`src/rtl/lcd_pkg.sv`:
```
// Shared types and constants for the LCD output register.
// Command words, status layout and FSM states.
package lcd_pkg;

  typedef enum logic [2:0] {
    PWRUP,
    IDLE,
    SETUP,
    EN_HI,
    HOLD,
    EXEC
  } lcd_state_e;

  localparam int ST_BUSY    = 0;
  localparam int ST_FULL    = 1;
  localparam int ST_OVF     = 2;
  localparam int ST_PWRUP   = 3;
  localparam int ST_LVL_LSB = 4;

  localparam int CW_ON     = 31;
  localparam int CW_CLROVF = 30;
  localparam int CW_RS     = 9;

  localparam int CMD_W = 9;

  function automatic logic is_long_cmd(
    input logic       rs,
    input logic [7:0] data
  );
    return !rs && (data[7:2] == 6'd0);
  endfunction

  function automatic int at_least_1(input int v);
    return (v <= 0) ? 1 : v;
  endfunction

  function automatic int max2(input int a, input int b);
    return (a > b) ? a : b;
  endfunction

endpackage

```
`src/rtl/lcd_cmd_fifo.sv`:
```
// Command queue between the LSU write port and the LCD sequencer.
// A push into a full queue is taken only when a pop frees a slot.
module lcd_cmd_fifo
  import lcd_pkg::*;
#(
  parameter int DEPTH = 4,
  parameter int LW    = $clog2(DEPTH + 1)
) (
  input  logic             i_clk,
  input  logic             i_reset,
  input  logic             push,
  input  logic             pop,
  input  logic [CMD_W-1:0] wdata,
  output logic [CMD_W-1:0] rdata,
  output logic             full,
  output logic             empty,
  output logic [LW-1:0]    level
);

  localparam int AW = $clog2(DEPTH);

  logic [CMD_W-1:0] mem [DEPTH];
  logic [AW-1:0]    wr_ptr;
  logic [AW-1:0]    rd_ptr;
  logic [LW-1:0]    count;
  logic             do_push;
  logic             do_pop;

  assign full    = (count == LW'(DEPTH));
  assign empty   = (count == '0);
  assign level   = count;
  assign rdata   = mem[rd_ptr];
  assign do_pop  = pop && !empty;
  assign do_push = push && (!full || do_pop);

  always_ff @(posedge i_clk) begin
    if (do_push) begin
      mem[wr_ptr] <= wdata;
    end
  end

  always_ff @(posedge i_clk or negedge i_reset) begin
    if (!i_reset) begin
      wr_ptr <= '0;
      rd_ptr <= '0;
      count  <= '0;
    end else begin
      if (do_push) begin
        wr_ptr <= wr_ptr + AW'(1);
      end
      if (do_pop) begin
        rd_ptr <= rd_ptr + AW'(1);
      end
      if (do_push && !do_pop) begin
        count <= count + LW'(1);
      end else if (do_pop && !do_push) begin
        count <= count - LW'(1);
      end
    end
  end

endmodule

```
`src/rtl/lcd_ctrl.sv`:
```
// LSU-mapped HD44780 driver: queues command words and replays
// them with setup, enable, hold and execution timing.
module lcd_ctrl
  import lcd_pkg::*;
#(
  parameter int FIFO_DEPTH  = 4,
  parameter int T_PWRUP_CYC = 750000,
  parameter int T_SETUP_CYC = 3,
  parameter int T_EN_CYC    = 12,
  parameter int T_HOLD_CYC  = 3,
  parameter int T_EXEC_CYC  = 2000,
  parameter int T_LONG_CYC  = 82000
) (
  input  logic        i_clk,
  input  logic        i_reset,
  input  logic        i_wr_en,
  input  logic [31:0] i_wr_data,
  output logic [31:0] o_status,
  output logic [7:0]  o_lcd_data,
  output logic        o_lcd_rs,
  output logic        o_lcd_rw,
  output logic        o_lcd_en,
  output logic        o_lcd_on
);

  localparam int N_PWR = at_least_1(T_PWRUP_CYC);
  localparam int N_SU  = at_least_1(T_SETUP_CYC);
  localparam int N_EN  = at_least_1(T_EN_CYC);
  localparam int N_HO  = at_least_1(T_HOLD_CYC);
  localparam int N_EX  = at_least_1(T_EXEC_CYC);
  localparam int N_LG  = at_least_1(T_LONG_CYC);
  localparam int T_MAX =
    max2(max2(max2(N_PWR, N_SU), max2(N_EN, N_HO)), max2(N_EX, N_LG));
  localparam int CW = $clog2(T_MAX + 1);
  localparam int LW = $clog2(FIFO_DEPTH + 1);

  // Counter holds N-1 on entry so each state lasts exactly N cycles.
  localparam logic [CW-1:0] LD_PWR = CW'(N_PWR - 1);
  localparam logic [CW-1:0] LD_SU  = CW'(N_SU - 1);
  localparam logic [CW-1:0] LD_EN  = CW'(N_EN - 1);
  localparam logic [CW-1:0] LD_HO  = CW'(N_HO - 1);
  localparam logic [CW-1:0] LD_EX  = CW'(N_EX - 1);
  localparam logic [CW-1:0] LD_LG  = CW'(N_LG - 1);

  lcd_state_e       state_q;
  lcd_state_e       state_d;
  logic [CW-1:0]    cnt_q;
  logic [CW-1:0]    cnt_d;
  logic             cnt_done;
  logic             pop;
  logic             rs_q;
  logic [7:0]       data_q;
  logic             on_q;
  logic             ovf_q;
  logic             wr_clr;
  logic             wr_cmd;
  logic             drop;
  logic [CMD_W-1:0] head;
  logic             full;
  logic             empty;
  logic [LW-1:0]    level;
  logic [31:0]      status;
  logic             unused_wr_bits;

  assign unused_wr_bits = ^{i_wr_data[29:10], i_wr_data[8]};

  assign wr_clr = i_wr_en && i_wr_data[CW_CLROVF];
  assign wr_cmd = i_wr_en && !i_wr_data[CW_CLROVF];
  assign drop   = wr_cmd && full && !pop;

  lcd_cmd_fifo #(
    .DEPTH (FIFO_DEPTH),
    .LW    (LW)
  ) u_fifo (
    .i_clk   (i_clk),
    .i_reset (i_reset),
    .push    (wr_cmd),
    .pop     (pop),
    .wdata   ({i_wr_data[CW_RS], i_wr_data[7:0]}),
    .rdata   (head),
    .full    (full),
    .empty   (empty),
    .level   (level)
  );

  assign cnt_done = (cnt_q == '0);

  always_comb begin
    state_d = state_q;
    cnt_d   = cnt_done ? cnt_q : cnt_q - CW'(1);
    pop     = 1'b0;
    unique case (state_q)
      PWRUP: begin
        if (cnt_done) state_d = IDLE;
      end
      IDLE: begin
        if (!empty) begin
          pop     = 1'b1;
          state_d = SETUP;
          cnt_d   = LD_SU;
        end
      end
      SETUP: begin
        if (cnt_done) begin
          state_d = EN_HI;
          cnt_d   = LD_EN;
        end
      end
      EN_HI: begin
        if (cnt_done) begin
          state_d = HOLD;
          cnt_d   = LD_HO;
        end
      end
      HOLD: begin
        if (cnt_done) begin
          state_d = EXEC;
          cnt_d   = is_long_cmd(rs_q, data_q) ? LD_LG : LD_EX;
        end
      end
      EXEC: begin
        if (cnt_done) state_d = IDLE;
      end
      default: begin
        state_d = PWRUP;
        cnt_d   = LD_PWR;
      end
    endcase
  end

  always_ff @(posedge i_clk or negedge i_reset) begin
    if (!i_reset) begin
      state_q <= PWRUP;
      cnt_q   <= LD_PWR;
      rs_q    <= 1'b0;
      data_q  <= 8'h00;
      on_q    <= 1'b0;
      ovf_q   <= 1'b0;
    end else begin
      state_q <= state_d;
      cnt_q   <= cnt_d;
      if (pop) begin
        {rs_q, data_q} <= head;
      end
      if (i_wr_en) begin
        on_q <= i_wr_data[CW_ON];
      end
      if (wr_clr) begin
        ovf_q <= 1'b0;
      end else if (drop) begin
        ovf_q <= 1'b1;
      end
    end
  end

  always_comb begin
    status                   = '0;
    status[ST_BUSY]          = (state_q != IDLE) || !empty;
    status[ST_FULL]          = full;
    status[ST_OVF]           = ovf_q;
    status[ST_PWRUP]         = (state_q == PWRUP);
    status[ST_LVL_LSB +: 4]  = 4'(level);
  end

  // Reads back as zero while reset is held.
  assign o_status   = i_reset ? status : '0;
  assign o_lcd_data = data_q;
  assign o_lcd_rs   = rs_q;
  assign o_lcd_rw   = 1'b0;
  assign o_lcd_en   = (state_q == EN_HI);
  assign o_lcd_on   = on_q;

endmodule

```
`config.mk`:
```
export PLATFORM = sky130hd
export DESIGN_NAME = lcd_ctrl
export DESIGN_NICKNAME = d
export VERILOG_FILES = /design/src/rtl/lcd_pkg.sv /design/src/rtl/lcd_cmd_fifo.sv /design/src/rtl/lcd_ctrl.sv
export SDC_FILE = /design/constraint.sdc
export NUM_CORES = 1
export LEC_CHECK = 0
export CAP_MARGIN = 10
export CORE_MARGIN = 2
export CORE_UTILIZATION = 30
export CTS_CLUSTER_SIZE = 28
export DETAILED_ROUTE_END_ITERATION = 16
export DONT_BUFFER_PORTS = 1
export GPL_TIMING_DRIVEN = 0
export HOLD_SLACK_MARGIN = 0.06
export PLACE_DENSITY = 0.51
export REMOVE_ABC_BUFFERS = 1
export SETUP_SLACK_MARGIN = 0.02
export SLEW_MARGIN = 30
export SYNTH_ARGS = -nofsm -noshare
export SYNTH_HDL_FRONTEND = slang
export SYNTH_HIERARCHICAL = 1
export SYNTH_SLANG_ARGS = --single-unit
export TNS_END_PERCENT = 30
```
`constraint.sdc`:
```
create_clock -name i_clk -period 7.4 [get_ports i_clk]
set_input_delay 1.48 -clock i_clk [delete_from_list [all_inputs] [get_ports i_clk]]
set_output_delay 1.48 -clock i_clk [all_outputs]
set_load 0.01 [all_outputs]
```
# --- Word-level counts from Yosys, hierarchy flattened ---
# Memory sizes are Yosys's and may differ from the RTL's. A register that Yosys moved wholly into a read port is not among the register bits.
# Index checks and enable logic that the tools add are counted.
totals:
  input_bits: 35
  mem_count: 1
  elab_cells: 74
  output_inout_bits: 44
  ff_bits: 32
  ramBits: 36
op_classes:
  n_mux: 22
  n_eq_ne: 12
  n_addsub: 5
  n_reduce_logical: 27
memory_table:
  columns: ["name", "words", "width", "rd", "rd_clocked_by_memory_dff", "wr", "line", "rtl"]
  rows:
  - ["u_fifo.mem", 4, 9, 1, 1, 1, "lcd_cmd_fifo.sv:22", "logic [CMD_W-1:0] mem [DEPTH];"]
op_table:
  columns: ["operator", "n"]
  rows:
  - ["20-bit two-way mux", 5]
  - ["20-bit one-hot mux with 5 select lines", 1]
  - ["3-bit two-way mux", 7]
  - ["20-bit logical NOT", 1]
  - ["20-bit by 1-bit subtractor with 20-bit output, second input constant", 1]
  - ["17-bit two-way mux", 1]
  - ["3-bit one-hot mux with 5 select lines", 1]
  - ["3-bit equality test, second input constant", 3]
  - ["1-bit logical AND", 9]
  - ["1-bit logical NOT", 8]
  - ["7-bit two-way mux", 1]
  - ["3-bit by 2-bit equality test with 1-bit output, second input constant", 2]
  - ["3-bit logical NOT", 2]
  - ["6-bit logical NOT", 1]
  - ["1-bit two-way mux", 6]
  - ["2-bit inequality test, second input constant", 3]
  - ["5-bit AND reduction", 1]
  - ["2-bit by 1-bit adder with 2-bit output, second input constant", 2]
  - ["2-bit by 1-bit inequality test with 1-bit output, second input constant", 2]
  - ["2-bit nonzero test", 2]
  - ["3-bit by 1-bit adder with 3-bit output, second input constant", 1]
  - ["3-bit by 1-bit equality test with 1-bit output, second input constant", 1]
  - ["3-bit by 1-bit inequality test with 1-bit output, second input constant", 1]
  - ["3-bit by 1-bit subtractor with 3-bit output, second input constant", 1]
  - ["2 further kinds", 3]

# --- Logic depth before layout (Yosys ltp) ---
depth:
  depth_word: 10
  depth_mapped: 13
  depth_no_buf: 12

# --- By module ---
# Netlist, hierarchy kept.
modules_own_cells:
  columns: ["mod", "area_each_um2", "n_inst", "cells_each", "seq_area_each_um2"]
  rows:
  - ["lcd_ctrl", 2169.6, 1, 239, 867.1]
  - ["lcd_cmd_fifo", 1737.9, 1, 82, 1256.2]

# --- Worst setup path before layout ---
# OpenSTA, ideal clock, no wires.
synth_path:
  path_type: "input-to-output"
  startpoint: "in i_reset"
  endpoint: "out o_status[3]"
  path_buffers: 0
  cell_stages: 2
  arrival_time_ns: 1.863
  required_ns: 5.920
  slack_ns: 4.057
  path_cell_list: "inv_1 -> nor4_1"
synth_via:
  elab_chain_cells: 1
synth_lines:
  columns: ["item", "line", "rtl"]
  rows:
  - ["start, declared", "lcd_ctrl.sv:15", "input logic i_reset,"]
  - ["7-bit two-way mux", "lcd_ctrl.sv:166", "assign o_status = i_reset ? status : '0;"]
  - ["end, declared", "lcd_ctrl.sv:18", "output logic [31:0] o_status,"]
# No other way between the ends.

# --- Worst setup path in the final report ---
layout_path:
  startpoint: "reg u_fifo.count[0] (netlist: u_fifo/level[0])"
  endpoint: "reg u_fifo.count[1] (netlist: u_fifo/level[1])"
layout_via:
  elab_chain_cells: 9
  word_cells_on_any_way: 18
  classes_between: "add/sub: 2; eq/ne: 1; mux: 4; reduce/logical: 11"
layout_lines:
  columns: ["item", "line", "rtl"]
  rows:
  - ["start, declared", "lcd_cmd_fifo.sv:25", "logic [LW-1:0] count;"]
  - ["start signal, assigned", "lcd_cmd_fifo.sv:55", "count <= count + LW'(1);"]
  - ["start signal, assigned", "lcd_cmd_fifo.sv:57", "count <= count - LW'(1);"]
  - ["3-bit logical NOT *", "lcd_cmd_fifo.sv:30", "assign empty = (count == '0);"]
  - ["named net empty", "lcd_ctrl.sv:60", "logic empty;"]
  - ["1-bit two-way mux", "lcd_ctrl.sv:97", "if (!empty) begin"]
  - ["1-bit two-way mux", "lcd_ctrl.sv:92", "unique case (state_q)"]
  - ["1-bit logical AND *", "lcd_cmd_fifo.sv:33", "assign do_pop = pop && !empty;"]
  - ["1-bit logical OR *", "lcd_cmd_fifo.sv:34", "assign do_push = push && (!full || do_pop);"]
  - ["1-bit logical AND *", "lcd_cmd_fifo.sv:34", null]
  - ["named net u_fifo.do_push", "lcd_cmd_fifo.sv:26", "logic do_push;"]
  - ["1-bit logical NOT", "lcd_cmd_fifo.sv:56", "end else if (do_pop && !do_push) begin"]
  - ["1-bit logical AND", "lcd_cmd_fifo.sv:56", null]
  - ["2-bit nonzero test (no source line)", null, null]
# The timed path passes the listed nets; every way through them passes the cells marked *. The select of a mux whose other input is x is not followed.
# A chain may end at the register's enable or synchronous reset.

==> results.toml <==
[outcome]
status = "finished clean"

[logic_synthesis]
ys_warn_count = 6
yosysSeqAreaShare = 0.543
synth_area_um2 = 3910
synth_cell_types = 63
synth_top_area_share = 0.277
async_flop_share = 0.532
ys.flop_type = "edfxtp_1"
ys_ff_latch = 77
netlist_top_cells_count = "edfxtp_1, nand2_1, dfrtp_1"
synthCells = 321
syn-mean-instance-area_um2 = 12.2
synth-edff-count = 36
synth_top_area_cell = "edfxtp_1"
synth.area.top_cells = "edfxtp_1, dfrtp_1, dfstp_2, buf_4, mux4_2"

[final_layout]
syn_to_final_growth_pct = 9.41
nets = 365
utilization = 0.337
drive_gt1_frac = 0.196
final_cells = 498
fillers = 1273
stdcell_area_um2 = 4280
antenna_cells = 0

[die]
fp.dieW_um = 118
core_um2 = 12700
ioPinCount = 79
die_area_um2 = 14000
start_util = 0.308
placementRows = 41
die_height_um = 118

[detailed_routing]
dr.pass1.iters = 4
vias = 2303
routed_wirelength_um = 7610
ant_nets = 0
dr.first_iter.drc_count = 64
drc = 0
wl_per_cell_um = 15.3
viasPerCell = 4.62

[global_routing]
overflow = 0
grt_max_degree = 48
antenna_found_initial = 0
grt_pass1_wl_um = 12600
grt_pass1_vias = 2419
grt_use_total = 0.115

[power_and_ir_drop]
power.internal_w = 0.00107
switching_share = 0.350
netSwitchingPower_w = 0.000579
power_density_nw_per_um2 = 387
seqPwrFrac = 0.466
pwr-share-comb = 0.257
leakage_nw = 1.62
clkPwrFrac = 0.278
power_w = 0.00165
peakVddDrop_uv = 188

[worst_setup_path]
path_class = "reg2reg"
worstSetupStartpointType = "flip-flop"
r2r_cells = 10
r2r_slack_ps = 3820
critPathMaxFanout = 16
crit_slowest_cell = "nor3_1"
worst-endpoint-required_ps = 7630
crit_end = "u_fifo/level[1]$_DFFE_PN0P_"
cp-end-kind = "flip-flop"
cpMostUsedCell = "inv_1"
worstReg2RegEnd = "u_fifo/level[1]$_DFFE_PN0P_"
cp_cell_sequence = "nor3_1 > nor2_1 > nand3_1 > inv_1 > inv_1 > a21boi_4 > ha_1 > inv_1 > fa_1 > mux2_2"
timing.critical_path.from = "u_fifo/level[0]$_DFFE_PN0P_"
slowest_delay_ps = 650
arrival_ps = 3800
r2r_start = "u_fifo/level[0]$_DFFE_PN0P_"

[sta]
hold_viol = 0
relSlewSlack = 0.503
fmaxAchievable_mhz = 280
worstMarginPinSlew_ps = 739
setup_viol = 0
finClkSkew_ps = 8.63
finalMaxSlewViolations = 0
fin_crit_ps = 3580
post-route-period-util = 0.483
rsz0062_at_grt = "no"
setup_tns_ps = 0

[job]
max_cap_viol_count = 0

[clocking]
cts_root_buf = "clkbuf_16"
htreeDepth = 3
clkTransAtPathRegs_ps = 70
post_cts_buffers = 0
cts_buffers = 9
tritoncts = "done"
postCtsHoldBufs = 0
clk_latency_ps = 340
ctsResizeCount = 0
cts_buffer_depth = 2
numClockSinks = 77

[placed_design]
routabilityCongestion = 0.784
dp.cells = 482
postPlaceCellArea_um2 = 3960
port_buffers = 0
dp_hpwl_um = 5250

[hold_path]
min_path_type = "reg2reg"
[per-stage QoR]
| stage | worst slack, ps | hold slack, ps |
|---|---|---|
| after CTS | 3760 | 530 |
| after floorplan | 4060 | 478 |
| after detailed placement | 3780 | 520 |
| after global placement | 3790 | 507 |
| final | 3820 | 528 |
| after global routing | 3480 | 543 |
[area by class of cell]
class	instances	area (um2)	share of cell area
flip-flops and latches	77	2120	0.497
multi-input cells	222	1580	0.370
clock buffers	9	225	0.0527
well taps	172	215	0.0503
clock inverters	7	88.8	0.0208
inverters	11	41.3	0.00966
[logic make-up after synthesis]
logic type / count (synthesis) / share of synthesized area
XOR/XNOR: 17 / 0.0381
flip-flops: 77 / 0.543
other: 1 / 0.000960
buffers and inverters: 47 / 0.0759
AO/OA/AOI/OAI: 46 / 0.0813
AND/OR/NAND/NOR: 109 / 0.160
adder cells (fa/ha/maj): 9 / 0.0307
multiplexers: 15 / 0.0692
[registers in the layout (all words and copies together), names as in the netlist]
register       cells
o_lcd_on           1
o_lcd_rs           1
o_lcd_data         8
cnt_q             20
u_fifo/wr_ptr      2
u_fifo/mem        36
ovf_q              1
u_fifo/rd_ptr      2
u_fifo/level       3
state_q            3
[placed cells by master, fill, tap and decap left out, types with 4 or more instances in the layout]
cell type	count
xnor2_1	13
a211oi_1	4
clkbuf_16	9
inv_1	10
nand2_1	36
dfstp_2	13
nor4_1	5
and2_1	5
o21ai_1	6
xor2_1	4
a21oi_1	9
edfxtp_1	36
mux4_2	9
nor2_1	17
nor3_1	4
conb_1	26
ha_1	8
dfrtp_1	28
o21ai_0	10
inv_6	4
nand3_1	7
and2_2	5
[routing by layer]
layer	vias to the layer above	GRT usage	share of wire
li1	1093	-	-
met1	1147	0.127	0.42
met2	54	0.196	0.49
met3	9	0.0533	0.073
met4	0	0.0399	0.012
met5	-	0	0
[power by group through the flow]
stage,Sequential [W],Combinational (W),Clock (W)
after global placement,0.000778,0.000415,0
after global routing,0.000796,0.000483,0.000485
final,0.000770,0.000425,0.000459
after detailed placement,0.000784,0.000428,0
after CTS,0.000777,0.000431,0.000472
after floorplan,0.000729,0.000357,0
[worst max-delay path: cells and delay by family (launching register included)]
| family | cells | cell delay [ps] |
|---|---|---|
| flops | 1 | 470 |
| buf+inv | 3 | 700 |
| compound gates | 1 | 100 |
| simple gates | 3 | 1280 |
| mux | 1 | 270 |
| fa+ha+maj | 2 | 640 |
[worst min path at each step]
stage | startpoint | to | slack [ps] | depth (start not counted)
floorplan | u_fifo/level[2]$_DFFE_PN0P_ | u_fifo/level[2]$_DFFE_PN0P_ | 480 | 1
global placement | ovf_q$_DFFE_PN0P_ | ovf_q$_DFFE_PN0P_ | 510 | 2
detailed placement | u_fifo/level[2]$_DFFE_PN0P_ | u_fifo/level[2]$_DFFE_PN0P_ | 520 | 1
CTS | u_fifo/level[2]$_DFFE_PN0P_ | u_fifo/level[2]$_DFFE_PN0P_ | 530 | 1
global route | u_fifo/level[2]$_DFFE_PN0P_ | u_fifo/level[2]$_DFFE_PN0P_ | 540 | 1
finish | u_fifo/level[2]$_DFFE_PN0P_ | u_fifo/level[2]$_DFFE_PN0P_ | 530 | 1
No activity file was read; power rests on OpenSTA's default activity.
